### src/rtl/uart_pkg.sv
// Shared types and default constants for the UART receive path.
package uart_pkg;

    localparam int UART_OVERSAMPLE = 16;
    localparam int UART_DATA_BITS  = 8;

    typedef enum logic [2:0] {
        IDLE       = 3'd0,
        START      = 3'd1,
        DATA       = 3'd2,
        STOP       = 3'd3,
        BREAK_WAIT = 3'd4
    } uart_rx_state_t;

endpackage

### src/rtl/uart_rx_sync2.sv
// Two-flop synchronizer for an asynchronous single-bit input.
module uart_sync2 #(
    parameter logic RST_VAL = 1'b1
) (
    input  logic clk,
    input  logic rst,
    input  logic d,
    output logic q
);

    logic meta;

    always_ff @(posedge clk or posedge rst) begin
        if (rst) begin
            meta <= RST_VAL;
            q    <= RST_VAL;
        end else begin
            meta <= d;
            q    <= meta;
        end
    end

endmodule

### src/rtl/uart_rx.sv
// Oversampling UART receiver: start-bit qualification, LSB-first data capture,
// stop-bit check with break handling, and a one-entry valid/ready output stage.
module uart_rx
    import uart_pkg::*;
#(
    parameter int OVERSAMPLE = UART_OVERSAMPLE,
    parameter int DATA_BITS  = UART_DATA_BITS
) (
    input  logic                 clk,
    input  logic                 rst,
    input  logic                 tick_x16,
    input  logic                 rxd,
    output logic [DATA_BITS-1:0] out_data,
    output logic                 out_valid,
    input  logic                 out_ready,
    output logic                 frame_err,
    output logic                 overrun,
    output logic                 busy
);

    localparam int CNT_W = $clog2(OVERSAMPLE);
    localparam int IDX_W = $clog2(DATA_BITS + 1);
    localparam logic [CNT_W-1:0] CNT_MID  = CNT_W'(OVERSAMPLE / 2 - 1);
    localparam logic [CNT_W-1:0] CNT_LAST = CNT_W'(OVERSAMPLE - 1);
    localparam logic [IDX_W-1:0] IDX_LAST = IDX_W'(DATA_BITS - 1);

    uart_rx_state_t       state, state_nxt;
    logic [CNT_W-1:0]     cnt, cnt_nxt;
    logic [IDX_W-1:0]     bit_idx, bit_idx_nxt;
    logic [DATA_BITS-1:0] shreg, shreg_nxt;
    logic                 deliver;
    logic                 stop_bad;
    logic                 rx_s;
    logic                 armed;
    logic [1:0]           settle;

    uart_sync2 #(.RST_VAL(1'b1)) u_sync (
        .clk (clk),
        .rst (rst),
        .d   (rxd),
        .q   (rx_s)
    );

    always_comb begin
        state_nxt   = state;
        cnt_nxt     = cnt;
        bit_idx_nxt = bit_idx;
        shreg_nxt   = shreg;
        deliver     = 1'b0;
        stop_bad    = 1'b0;
        if (tick_x16) begin
            case (state)
                IDLE: begin
                    if (armed && !rx_s) begin
                        state_nxt = START;
                        cnt_nxt   = '0;
                    end
                end
                START: begin
                    if (cnt == CNT_MID) begin
                        cnt_nxt = '0;
                        if (!rx_s) begin
                            state_nxt   = DATA;
                            bit_idx_nxt = '0;
                        end else begin
                            state_nxt = IDLE;
                        end
                    end else begin
                        cnt_nxt = cnt + CNT_W'(1);
                    end
                end
                DATA: begin
                    if (cnt == CNT_LAST) begin
                        cnt_nxt     = '0;
                        shreg_nxt   = {rx_s, shreg[DATA_BITS-1:1]};
                        bit_idx_nxt = bit_idx + IDX_W'(1);
                        if (bit_idx == IDX_LAST) begin
                            state_nxt = STOP;
                        end
                    end else begin
                        cnt_nxt = cnt + CNT_W'(1);
                    end
                end
                STOP: begin
                    if (cnt == CNT_LAST) begin
                        cnt_nxt = '0;
                        if (rx_s) begin
                            deliver   = 1'b1;
                            state_nxt = IDLE;
                        end else begin
                            stop_bad  = 1'b1;
                            state_nxt = BREAK_WAIT;
                        end
                    end else begin
                        cnt_nxt = cnt + CNT_W'(1);
                    end
                end
                BREAK_WAIT: begin
                    if (rx_s) begin
                        state_nxt = IDLE;
                    end
                end
                default: state_nxt = IDLE;
            endcase
        end
    end

    always_ff @(posedge clk or posedge rst) begin
        if (rst) begin
            state   <= IDLE;
            cnt     <= '0;
            bit_idx <= '0;
            shreg   <= '0;
        end else begin
            state   <= state_nxt;
            cnt     <= cnt_nxt;
            bit_idx <= bit_idx_nxt;
            shreg   <= shreg_nxt;
        end
    end

    // A line held low through reset must not look like a start bit: arm only
    // after the synchronizer has flushed its reset value and seen a real high.
    always_ff @(posedge clk or posedge rst) begin
        if (rst) begin
            settle <= 2'b00;
            armed  <= 1'b0;
        end else begin
            settle <= {settle[0], 1'b1};
            if (tick_x16 && settle[1] && rx_s) begin
                armed <= 1'b1;
            end
        end
    end

    always_ff @(posedge clk or posedge rst) begin
        if (rst) begin
            out_data  <= '0;
            out_valid <= 1'b0;
            frame_err <= 1'b0;
            overrun   <= 1'b0;
        end else begin
            frame_err <= stop_bad;
            overrun   <= 1'b0;
            if (deliver) begin
                if (!out_valid || out_ready) begin
                    out_data  <= shreg;
                    out_valid <= 1'b1;
                end else begin
                    overrun <= 1'b1;
                end
            end else if (out_valid && out_ready) begin
                out_valid <= 1'b0;
            end
        end
    end

    assign busy = (state != IDLE);

endmodule

### config.mk
export PLATFORM = sky130hd
export DESIGN_NAME = uart_rx
export DESIGN_NICKNAME = d
export VERILOG_FILES = /design/src/rtl/uart_pkg.sv /design/src/rtl/uart_rx_sync2.sv /design/src/rtl/uart_rx.sv
export SDC_FILE = /design/constraint.sdc
export NUM_CORES = 1
export LEC_CHECK = 0
export CORE_UTILIZATION = 56
export CTS_BUF_LIST = sky130_fd_sc_hd__clkbuf_8
export DETAILED_ROUTE_END_ITERATION = 16
export PLACE_DENSITY = 0.86
export SKIP_LAST_GASP = 1
export SLEW_MARGIN = 15
export SYNTH_ARGS = -nofsm -noshare
export SYNTH_HDL_FRONTEND = slang
export SYNTH_HIERARCHICAL = 1
export SYNTH_SLANG_ARGS = --single-unit
### constraint.sdc
create_clock -name clk -period 3.8 [get_ports clk]
set_input_delay 0.38 -clock clk [delete_from_list [all_inputs] [get_ports clk]]
set_output_delay 0.38 -clock clk [all_outputs]
set_load 0.1 [all_outputs]
==> flow_summary.yaml <==
layout:
  design_area_um2: 1870
  fin_nets: 161
  drive_gt1_share_pct: 22.6
  syn2layout_area_growth_pct: 14.5
  insertedDiodeCount: 0
floorplan:
  initial_core_util_pct: 59.3
  die_h_um: 56.0
  boundaryPins: 17
  dieArea_um2: 3140
  core_um2: 2760
  die_width_um: 56.0
  fp-row-count: 19
synth:
  yosysSeqAreaShare_pct: 53.8
  synth_common_cells: "dfrtp_1 (33), mux2_2 (16), nor2_1 (9)"
  yosysWarnings: 6
  yosysMostFrequentCell: "dfrtp_1"
  synth_top_area_share_pct: 50.5
  synth_nets: 145
  synth_edf_count: 0
  synthCells: 138
  avgSynthCellArea_um2: 11.8
  synthesis.area_um2: 1630
  synth.largest_area_cell: "dfrtp_1"
  synth_cell_types: 46
  ys_ff_latch: 35
  ys.flop_type: "dfrtp_1"
  synth_area_leaders: "dfrtp_1 (51%), mux2_2 (11%), dfstp_2 (3.2%)"
  async_reset_ff_share_pct: 100
grt:
  antenna_found_initial: 0
  grt_pass1_wl_mm: 5.18
  grt_max_degree: 28
  grtUsageTotal_pct: 21.9
  grt_pass1_vias: 1074
  grt-ovfl-total: 0
clocking:
  clock-sinks: 35
  clock_latency_ps: 290
  clockBufferDepth: 2
  cts_setup_buffers: 0
  hold_buffers: 0
  ctsRootBufferMaster: "clkbuf_8"
  cts_tree: "done"
  cts_resized: 0
  cts_buffers: 5
  htree_levels: 2
  clk_pin_slew_ps: 70
timing:
  setup_viol: 0
  slew_violations: 0
  fmax_ghz: 0.386
  post-route-period-util_pct: 68.1
  layout_min_cycle_time_ps: 2590
  tns_ps: 0
  hold_viol_final: 0
  rsz0062_at_grt: "false"
  relSlewSlack_pct: 33.0
  skew_ps: 4.99
  tightestPinTransition_ps: 1000
routing:
  vias: 1120
  wl_per_cell_um: 15.9
  drc: 0
  drt-vias-per-instance: 6.02
  dr.pass1.iters: 5
  drt_iter0_drc: 51
  wl_mm: 2.96
  drtAntennaViolNets: 0
place:
  place_area_um2: 1790
  place_congestion: 0.890
  post-dp-hpwl_mm: 2.07
  placement.io_buffers: 16
critical_path:
  start_kind: "register"
  critPathBufInv: 1
  path_cells: "nor2_1 -> nand2_1 -> clkdlybuf4s50_1"
  critPathTopFamily: "buffers and inverters"
  arrival_ps: 2210
  end_kind: "output pin"
  required_ps: 3420
  crit_fanout: 11
  crit_slowest_cell: "clkdlybuf4s50_1"
  critPathKind: "reg -> out"
  cpPeakStageDelay_ps: 1130
pwr:
  peakVddDrop_mv: 0.459
  power.leakage_nw: 0.831
  powerDensity_nw_per_um2: 579
min_path:
  holdCritPathClass: "reg -> reg"
run_status:
  status: "finished, final reports clean"
job:
  cap_violations: 0
## sequential cells by signal, summed over array words and instances, names as in the netlist
signal / count
bit_idx: 4
cnt: 4
out_data: 8
frame_err: 1
u_sync/meta: 1
u_sync/q: 1
shreg: 8
out_valid: 1
state: 3
settle: 2
armed: 1
overrun: 1
## stage by stage
stage / utilization, % / cells / total power, mW / hold slack (ps) / setup WS, ps
final: 67.8 / 186 / 1.08 / 354 / 1210
after CTS: 67.8 / 186 / 1.09 / 357 / 1220
after global routing: 67.8 / 186 / 1.15 / 361 / 1140
after detailed placement: 64.7 / 178 / 0.833 / 342 / 1530
after global placement: 64.7 / 178 / 0.819 / 336 / 1580
after floorplan: - / 138 / 0.780 / 292 / 2020
## placed cells by master, fill, tap and decap left out, types with 2 or more instances in the layout
| master | instances |
|---|---|
| clkbuf_8 | 5 |
| clkdlybuf4s50_1 | 16 |
| dfrtp_1 | 33 |
| dfstp_2 | 2 |
| ha_1 | 2 |
| inv_1 | 7 |
| mux2_1 | 2 |
| mux2_2 | 16 |
| nand2_1 | 7 |
| nand2b_1 | 5 |
| nand3_1 | 4 |
| nand3_2 | 2 |
| nand3b_1 | 2 |
| nand4_1 | 2 |
| nor2_1 | 9 |
| nor3_1 | 2 |
| nor3b_1 | 2 |
| o21ai_0 | 6 |
| xnor2_1 | 2 |
## area by class of cell
class                      count  area (um2)
clock buffer                   5        68.8
clock inverter                 3        16.3
fill                         217         887
inverter                       6        22.5
multi-input combinational     89         678
sequential                    35         878
tap                           31        38.8
timing repair buffer          17         168
## layer usage
metal  share of wire, %  vias up  GRT usage [%]
met5                  0        -              0
met4                2.1        0           7.67
met3                5.5        7           7.67
met2                 46       37           31.1
met1                 47      556           31.3
li1                   -      520              -
## kinds of logic after synthesis
family | after synthesis | synth area share [%]
mux | 18 | 12.4
simple gates | 44 | 15.8
other cells | 1 | 0.229
xor+xnor | 3 | 1.61
compound gates | 21 | 9.95
fa+ha+maj | 2 | 1.53
buf+inv | 14 | 4.75
flops | 35 | 53.8
## power breakdown
part | internal [mW] | switching (mW) | leakage [nW]
clock network | 0.125 | 0.129 | 0.0453
logic | 0.140 | 0.193 | 0.329
registers | 0.418 | 0.0769 | 0.457
total | 0.683 | 0.400 | 0.831
## path summary, 6_finish.rpt
path                            slack (ps)     endpoint  cells after the start       from
worst max-delay path                  1210         busy                      3   state[1]
worst min-delay path                   350    settle[1]                      0  settle[0]
worst max register to register        1830  out_data[2]                      5     cnt[0]
worst min register to register         350    settle[1]                      0  settle[0]
max in group asynchronous             2460     state[0]                      3        rst
min in group asynchronous              450  u_sync/meta                      2        rst
Note: power is estimated with default switching activity, not from simulation.
